File: src/rtl/div16_by8_pkg.sv
// Shared definitions for the div16_by8 restoring divider: default width, FSM states,
// counter width and the quotient value reported on error.
package div_pkg;

    localparam int unsigned DW    = 8;
    localparam int unsigned CNT_W = $clog2(DW) + 1;

    localparam logic [DW-1:0] ERR_Q = '1;

    typedef enum logic [1:0] {
        IDLE,
        CALC,
        DONE
    } state_t;

endpackage

File: src/rtl/div16_by8_step.sv
// One combinational restoring-division step: shift the next dividend bit into the
// partial remainder, subtract the divisor when it fits, and record the quotient bit.
module div_step #(
    parameter int unsigned DW = 8
) (
    input  logic [DW-1:0] r_i,
    input  logic [DW-1:0] q_i,
    input  logic [DW-1:0] d_i,
    output logic [DW-1:0] r_o,
    output logic [DW-1:0] q_o
);

    logic [DW:0] t;
    logic [DW:0] diff;

    always_comb begin
        t    = {r_i, q_i[DW-1]};
        diff = t - {1'b0, d_i};
        if (t >= {1'b0, d_i}) begin
            // r_i < d_i on entry, so the difference always fits in DW bits
            r_o = diff[DW-1:0];
            q_o = {q_i[DW-2:0], 1'b1};
        end else begin
            r_o = t[DW-1:0];
            q_o = {q_i[DW-2:0], 1'b0};
        end
    end

endmodule

File: src/rtl/div16_by8.sv
// Iterative restoring unsigned divider, 2*DW-bit dividend by DW-bit divisor, with
// valid/ready handshakes. Define DIV_RADIX4_EN for two quotient bits per clock.
module div16_by8
    import div_pkg::*;
#(
    parameter int unsigned DW = div_pkg::DW
) (
    input  logic            clk,
    input  logic            rst_n,
    input  logic            in_valid,
    output logic            in_ready,
    input  logic [2*DW-1:0] dividend,
    input  logic [DW-1:0]   divisor,
    output logic            out_valid,
    input  logic            out_ready,
    output logic [DW-1:0]   quotient,
    output logic [DW-1:0]   remainder,
    output logic            div_by_zero,
    output logic            overflow
);

    localparam int unsigned CW = $clog2(DW) + 1;

`ifdef DIV_RADIX4_EN
    localparam int unsigned SPC = 2;
`else
    localparam int unsigned SPC = 1;
`endif

    state_t        state_q, state_d;
    logic [DW-1:0] r_q, r_d;
    logic [DW-1:0] q_q, q_d;
    logic [DW-1:0] d_q, d_d;
    logic [CW-1:0] cnt_q, cnt_d;
    logic [DW-1:0] quot_q, quot_d;
    logic [DW-1:0] rem_q, rem_d;
    logic          dbz_q, dbz_d;
    logic          ovf_q, ovf_d;

    logic [DW-1:0] step_r_in, step_q_in, step_d_in;
    logic [DW-1:0] step_r, step_q;
    logic [CW-1:0] cnt_nx;

    // The step datapath also runs on the accepting edge (fed straight from the
    // operand ports), so the first restoring step costs no extra cycle.
    always_comb begin
        if (state_q == IDLE) begin
            step_r_in = dividend[2*DW-1:DW];
            step_q_in = dividend[DW-1:0];
            step_d_in = divisor;
        end else begin
            step_r_in = r_q;
            step_q_in = q_q;
            step_d_in = d_q;
        end
    end

`ifdef DIV_RADIX4_EN
    logic [DW-1:0] mid_r, mid_q;

    div_step #(.DW(DW)) u_step0 (
        .r_i (step_r_in),
        .q_i (step_q_in),
        .d_i (step_d_in),
        .r_o (mid_r),
        .q_o (mid_q)
    );

    div_step #(.DW(DW)) u_step1 (
        .r_i (mid_r),
        .q_i (mid_q),
        .d_i (step_d_in),
        .r_o (step_r),
        .q_o (step_q)
    );
`else
    div_step #(.DW(DW)) u_step0 (
        .r_i (step_r_in),
        .q_i (step_q_in),
        .d_i (step_d_in),
        .r_o (step_r),
        .q_o (step_q)
    );
`endif

    always_comb begin
        state_d = state_q;
        r_d     = r_q;
        q_d     = q_q;
        d_d     = d_q;
        cnt_d   = cnt_q;
        quot_d  = quot_q;
        rem_d   = rem_q;
        dbz_d   = dbz_q;
        ovf_d   = ovf_q;
        cnt_nx  = cnt_q + CW'(SPC);

        unique case (state_q)
            IDLE: begin
                if (in_valid) begin
                    if (divisor == '0) begin
                        state_d = DONE;
                        quot_d  = '1;
                        rem_d   = '0;
                        dbz_d   = 1'b1;
                        ovf_d   = 1'b0;
                    end else if (dividend[2*DW-1:DW] >= divisor) begin
                        state_d = DONE;
                        quot_d  = '1;
                        rem_d   = '0;
                        dbz_d   = 1'b0;
                        ovf_d   = 1'b1;
                    end else begin
                        r_d     = step_r;
                        q_d     = step_q;
                        d_d     = divisor;
                        cnt_d   = CW'(SPC);
                        dbz_d   = 1'b0;
                        ovf_d   = 1'b0;
                        if (SPC >= DW) begin
                            state_d = DONE;
                            quot_d  = step_q;
                            rem_d   = step_r;
                        end else begin
                            state_d = CALC;
                        end
                    end
                end
            end
            CALC: begin
                r_d   = step_r;
                q_d   = step_q;
                cnt_d = cnt_nx;
                if (cnt_nx >= CW'(DW)) begin
                    state_d = DONE;
                    quot_d  = step_q;
                    rem_d   = step_r;
                end
            end
            DONE: begin
                if (out_ready) begin
                    state_d = IDLE;
                end
            end
            default: state_d = IDLE;
        endcase
    end

    always_ff @(posedge clk) begin
        if (!rst_n) begin
            state_q <= IDLE;
            r_q     <= '0;
            q_q     <= '0;
            d_q     <= '0;
            cnt_q   <= '0;
            quot_q  <= '0;
            rem_q   <= '0;
            dbz_q   <= 1'b0;
            ovf_q   <= 1'b0;
        end else begin
            state_q <= state_d;
            r_q     <= r_d;
            q_q     <= q_d;
            d_q     <= d_d;
            cnt_q   <= cnt_d;
            quot_q  <= quot_d;
            rem_q   <= rem_d;
            dbz_q   <= dbz_d;
            ovf_q   <= ovf_d;
        end
    end

    assign in_ready    = (state_q == IDLE);
    assign out_valid   = (state_q == DONE);
    assign quotient    = quot_q;
    assign remainder   = rem_q;
    assign div_by_zero = dbz_q;
    assign overflow    = ovf_q;

endmodule

File: config.mk
export PLATFORM = sky130hd
export DESIGN_NAME = div16_by8
export DESIGN_NICKNAME = d
export VERILOG_FILES = /design/src/rtl/div16_by8_pkg.sv /design/src/rtl/div16_by8_step.sv /design/src/rtl/div16_by8.sv
export SDC_FILE = /design/constraint.sdc
export NUM_CORES = 1
export LEC_CHECK = 0
export CELL_PAD_IN_SITES_DETAIL_PLACEMENT = 1
export CELL_PAD_IN_SITES_GLOBAL_PLACEMENT = 1
export CORE_ASPECT_RATIO = 1.2
export CORE_MARGIN = 2
export CORE_UTILIZATION = 37
export CTS_CLUSTER_DIAMETER = 200
export DETAILED_ROUTE_END_ITERATION = 10
export HOLD_SLACK_MARGIN = 0.1
export PLACE_DENSITY = 0.84
export SLEW_MARGIN = 0
export SYNTH_ARGS = -nofsm -noshare
export SYNTH_HDL_FRONTEND = slang
export SYNTH_SLANG_ARGS = --single-unit
export TNS_END_PERCENT = 100
File: constraint.sdc
create_clock -name clk -period 2.8 [get_ports clk]
set_input_delay 0.7 -clock clk [delete_from_list [all_inputs] [get_ports clk]]
set_output_delay 0.7 -clock clk [all_outputs]
set_load 0.01 [all_outputs]
* Word level (Yosys, flattened, before mapping)
Index checks and enable logic that the tools add are counted.
** Word-level totals
- Output and inout port bits :: 20
- Memory bits (writable) :: 0
- Input port bits :: 28
- Register bits :: 48
- Bits in latches :: 0
- Memories kept :: 0
- Word-level logic and storage cells :: 68
- Memory bits (read-only) :: 0
** Cells by class
- Bitwise logic cells :: 2
- Add/sub/neg operators :: 2
- Reductions and logical operators :: 8
- Muxes and demuxes :: 36
- Shift-type cells :: 0
- $mul :: 0
- Magnitude comparators :: 3
- Equal/unequal tests :: 8
- Divide/modulo/power cells :: 0
** Operator list (number)
- $mux 8 :: 18
- $pmux 8 s2 :: 4
- $mux 4 :: 3
- $reduce_and 4->1 :: 3
- $mux 2 :: 5
- $ge 9x8->1 :: 1
- $ge 8x8->1 :: 1
- $logic_not 8->1 :: 1
- $ne 2x2->1 const B :: 4
- $pmux 4 s2 :: 1
- $sub 8x8->8 :: 1
- $pmux 2 s3 :: 1
- $add 4x1->4 const B :: 1
- $ge 4x4->1 const B :: 1
- $mux 1 :: 4
- $ne 3x1->1 const B :: 1
- $reduce_and 3->1 :: 1
- $eq 2x1->1 const B :: 1
- $eq 2x2->1 const B :: 1
- $logic_not 2->1 :: 1
- $ne 2x1->1 const B :: 1
- $not 1->1 :: 2
- $reduce_and 2->1 :: 1
- $reduce_bool 2->1 :: 1

* Longest topological paths before layout
- Depth after elaboration :: 8
- Mapped depth :: 11

* By module
A second synthesis with hierarchy kept.
** Second synthesis, totals
- Cells, all modules :: 342
- Area total of the unflattened synthesis :: 3074.2 µm²
** Modules (own cells, without submodules)
- div16_by8 :: seq. area each 960.9 µm², area each 2501.1 µm², cells each 266, instances 1
- div_step :: seq. area each 0.0 µm², area each 573.0 µm², cells each 76, instances 1

* Least setup slack after synthesis
OpenSTA, ideal clock, no wires.
- Path kind :: register to register
- From :: register state_q[1]
- To :: register r_q[0]
- Setup time :: 115 ps
- Period minus slack after synthesis :: 2818 ps
- Slack :: -18 ps
- Cell stages (with the launch flop) :: 12
- Required time :: 2685 ps
- Arrival :: 2702 ps
- Path through :: dfxtp_1 > nor2_4 > buf_2 > buf_2 > mux2i_1 > ha_1 > buf_2 > nand2_1 > o21a_1 > o221ai_2 > mux2i_1 > a31o_1
** Between the ends
- Longest elaborated chain between the ends :: 8
- Elaborated cells between the ends (all ways) :: 17
- Classes of those cells :: 1 x add/sub; 1 x order compare; 4 x eq/ne; 8 x mux; 3 x reduce/logical
** Ends and longest elaborated chain
- start: declaration :: line div16_by8.sv:30 : state_t state_q, state_d;
- start signal: assignment :: line div16_by8.sv:161 : state_q <= state_d;
- $logic_not 2->1 *
- via in_ready :: line div16_by8.sv:11 : output logic in_ready,
- $mux 8 :: line div16_by8.sv:47 : if (state_q == IDLE) begin
- $sub 8x8->8 or $ge 9x8->1 (tied branches) :: line div16_by8_step.sv:18, div16_by8_step.sv:19
- $mux 8 :: line div16_by8_step.sv:19 : if (t >= {1'b0, d_i}) begin
- $mux 8 :: line div16_by8.sv:107 : end else if (dividend[2*DW-1:DW] >= divisor) begin
- $mux 8 :: line div16_by8.sv:101 : if (divisor == '0) begin
- $mux 8 :: line div16_by8.sv:100 : if (in_valid) begin
- $pmux 8 s2 :: line div16_by8.sv:98 : unique case (state_q)
- end signal: assignment :: line div16_by8.sv:162 : r_q <= r_d;
- end: declaration :: line div16_by8.sv:31 : logic [DW-1:0] r_q, r_d;
The timed path passes the listed nets; every way through them passes the cells marked *. The select of a mux whose other input is x is not followed.
A chain may end at the register's enable or synchronous reset.

* Worst setup path after layout
- From :: input port divisor[6]
- To :: register d_q[1]
** Between the ends
- Longest elaborated chain between the ends :: 3
- Elaborated cells between the ends (all ways) :: 5
- Classes of those cells :: 1 x order compare; 2 x bitwise; 2 x reduce/logical
** Ends and longest elaborated chain
- start: declaration :: line div16_by8.sv:13 : input logic [DW-1:0] divisor,
- $ge 8x8->1 or $logic_not 8->1 (tied branches) :: line div16_by8.sv:107, div16_by8.sv:101
- $not 1->1 (no source line)
- $reduce_and 4->1 (no source line) *
- end signal: assignment :: line div16_by8.sv:154 : d_q <= '0;
- end signal: assignment :: line div16_by8.sv:164 : d_q <= d_d;
- end: declaration :: line div16_by8.sv:33 : logic [DW-1:0] d_q, d_d;
Every way passes the cells marked *; elsewhere a longest branch is shown, timed or not.

==> flow_summary.ini <==
[run_status]
status = completed

[final_layout]
diodes = 0
multi_input_area_mm2 = 0.00202
layout-area-overhead-vs-synth_pct = 50.6
fin_area_mm2 = 0.00429
fin_nets = 454
final_common_cell = buf_4
layout-drive-gt1-share_pct = 33.7
final_cell_mix = 58 x buf_4, 48 x dfxtp_1, 40 x clkdlybuf4s50_1, 28 x nand2_1
seq_area_um2 = 961
nFillCells = 841

[clocking]
numCtsBuffers = 5
clock_path_buffers = 2
cts_tree = done
cts_hold_buf = 0
clk_latency_ns = 0.32
clockRootBuffer = clkbuf_8
clock_sinks = 48
h-tree-depth = 2
clkSlewWorstSetupHoldPaths_ns = 0.09

[synth]
yosysSeqAreaShare_pct = 33.7
synth_edf_count = 0
synth_top_area_share_pct = 33.7
synth-seq-cells = 48
synth_area_mm2 = 0.00285
synth_warnings = 0
yosysUniqueCellTypes = 58
synthesis.nets = 355
avgSynthCellArea_um2 = 9.22
synthCells = 309
yosys.area.top_type = dfxtp_1
synth_ff_type = dfxtp_1
async_reset_ff_share_pct = 0
synth_area_leaders = dfxtp_1 34%, mux2i_1 8.8%, ha_1 7.5%

[setup_path]
cpLargestDelayFamily = buffers and inverters
reg2reg_from = state_q[0]
cpPeakStageDelay_ns = 0.53
crit_arrival_ns = 2.95
required_ns = 2.99
path_depth = 11
worstPathCellList = clkdlybuf4s50_1 > inv_1 > ha_1 > nand2_2 > buf_4 > nor3_4 > buf_4 > a2111oi_4 > buf_6 > mux2i_1 > nor2_1
worst_path_max_delay_cell = clkdlybuf4s50_1
end_kind = register
crit_buf_inv = 5
start_kind = primary input
rrSetupSlack_ns = 0.09
reg2regPathDepth = 10
endpoint = d_q[1]
cp_common_cell = buf_4
rr_endpoint = r_q[0]
crit_path_max_fanout = 5
crit_path_start = divisor[6]
crit_type = primary input to register

[power]
pwr-share-seq_pct = 28.1
switching_power_w = 0.00107
clkPwrFrac_pct = 20.9
fin_total_pwr_w = 0.00298
switching_share_pct = 35.9
ir_worst_vdd_uv = 361
combPwrFrac_pct = 51.0
p_leak_nw = 1.76
power_density_mw_per_mm2 = 693
intPower_w = 0.00191

[sta]
finalHoldViolations = 0
fin_crit_ns = 2.76
slew_violations = 0
fmax_mhz = 363
worst_pin_slew_ns = 0.542
finalSetupViolations = 0
setup_ws_ns = 0.0424
post-route-period-util_pct = 98.5
slew_headroom_pct = 63.9
fin_skew_ns = 0.0172

[floorplan]
initial_core_util_pct = 37.6
die_y_um = 100
ioPinCount = 48
die_area_mm2 = 0.00842
placeableCoreArea_mm2 = 0.00758
rows = 35
dieWidth_um = 84.1

[grt]
grt_max_degree = 30
overflow = 0
grt_pass1_wl_um = 15400
use_met3_pct = 3.13
grt.busiest_layer = met2
grtUsageMet1_pct = 24.7
grt_pass1_vias = 3093
antenna_found_initial = 0
grt_use_met2_pct = 44.7
track_usage_pct = 22.9

[detailed_routing]
via_per_inst = 5.76
wl_per_cell_um = 20.4
vias = 2888
wirelength_um = 10200
drt_iter0_markers = 82
drcViolationCount = 0
ant_nets = 0
firstDrtPassIters = 4

[place]
postPlaceCellArea_mm2 = 0.00377
dp_slack_ns = -0.432
portBuffers = 47
post-dp-hpwl_um = 6940
gp_congestion = 0.893

[hold_path]
hold_path.class = register to register

[run]
max-cap-violations = 0
stage by stage:
step | util [%] | hold WS, ns | cells | TNS, ns
6_report | 56.7 | 0.474 | 501 | 0
5_1_grt | 56.7 | 0.497 | 501 | -0.0470
4_1_cts | 53.7 | 0.476 | 496 | 0
3_5_place_dp | 49.8 | 0.458 | 484 | -15.52
3_3_place_gp | 49.8 | 0.442 | 484 | -10.83
2_1_floorplan | - | 0.447 | 309 | 0
kinds of logic after synthesis:
logic type      Yosys count  synth area share [%]
compound gates           85                  21.8
xor+xnor                  4                  1.23
fa+ha+maj                18                  8.16
buf+inv                  32                  5.84
flops                    48                  33.7
mux                      33                  11.9
simple gates             89                  17.3
synthesized netlist by cell type (all sizes together) (2+ instances only):
master and count:
a21o 2, or3 3, clkbuf 10, o21ai 16, a311oi 7, mux2i 25, nand2b 6, a22oi 2
xnor2 2, nand2 30, a21oi 17, a211oi 5, o22ai 10, nand3b 5, nor2 15, a2111oi 3
o31ai 4, or4 3, inv 13, dfxtp 48, o221a 7, buf 9, nor3b 2, a31oi 2
xor2 2, o21a 3, nor3 12, ha 17, and3b 2, nor2b 4, mux2 8
sequential cells by signal (all words and copies together), names as in the netlist:
name,cells
cnt_q,4
d_q,8
div_by_zero,1
overflow,1
q_q,8
quotient,8
r_q,8
remainder,8
state_q,2
power by group through the flow:
stage               Sequential, W  Combinational (W)  Clock, W
floorplan                0.000833           0.000720         0
global placement         0.000840            0.00116         0
detailed placement       0.000844            0.00121         0
CTS                      0.000830            0.00136  0.000626
global route             0.000843            0.00162  0.000658
finish                   0.000836            0.00152  0.000622
layout make-up:
cell class,count,area share (%)
flip-flops and latches,48,22.4
clock buffers,5,1.60
inverters,13,1.14
clock inverters,3,1.60
multi-input cells,229,47.1
well taps,92,2.68
repair buffers,111,23.5
routing by layer:
metal	up-vias	share of wire, %
met1	1422	37
met5	-	0
met2	88	55
li1	1350	-
met3	28	3.2
met4	0	4.2
tightest hold or removal path, cell delays in order (launching register included):
cell	delay, ns
dfxtp_1	0.32
nand2_1	0.05
o22ai_1	0.06
timing repair:
item,in CTS,in global routing
endpoints found under the setup margin,34,42
gates cloned,1,1
setup buffers,3,4
pin swaps,2,14
gates resized for setup,21,44
worst min path at each step:
stage	from	endpoint	slack, ns	depth (start not counted)
final	remainder[7]	remainder[7]	0.47	2
after global routing	remainder[3]	remainder[3]	0.50	2
after CTS	overflow	overflow	0.48	2
after detailed placement	overflow	overflow	0.46	2
after global placement	overflow	overflow	0.44	2
after floorplan	r_q[1]	r_q[1]	0.45	2
Note: power is estimated with default switching activity, not from simulation.
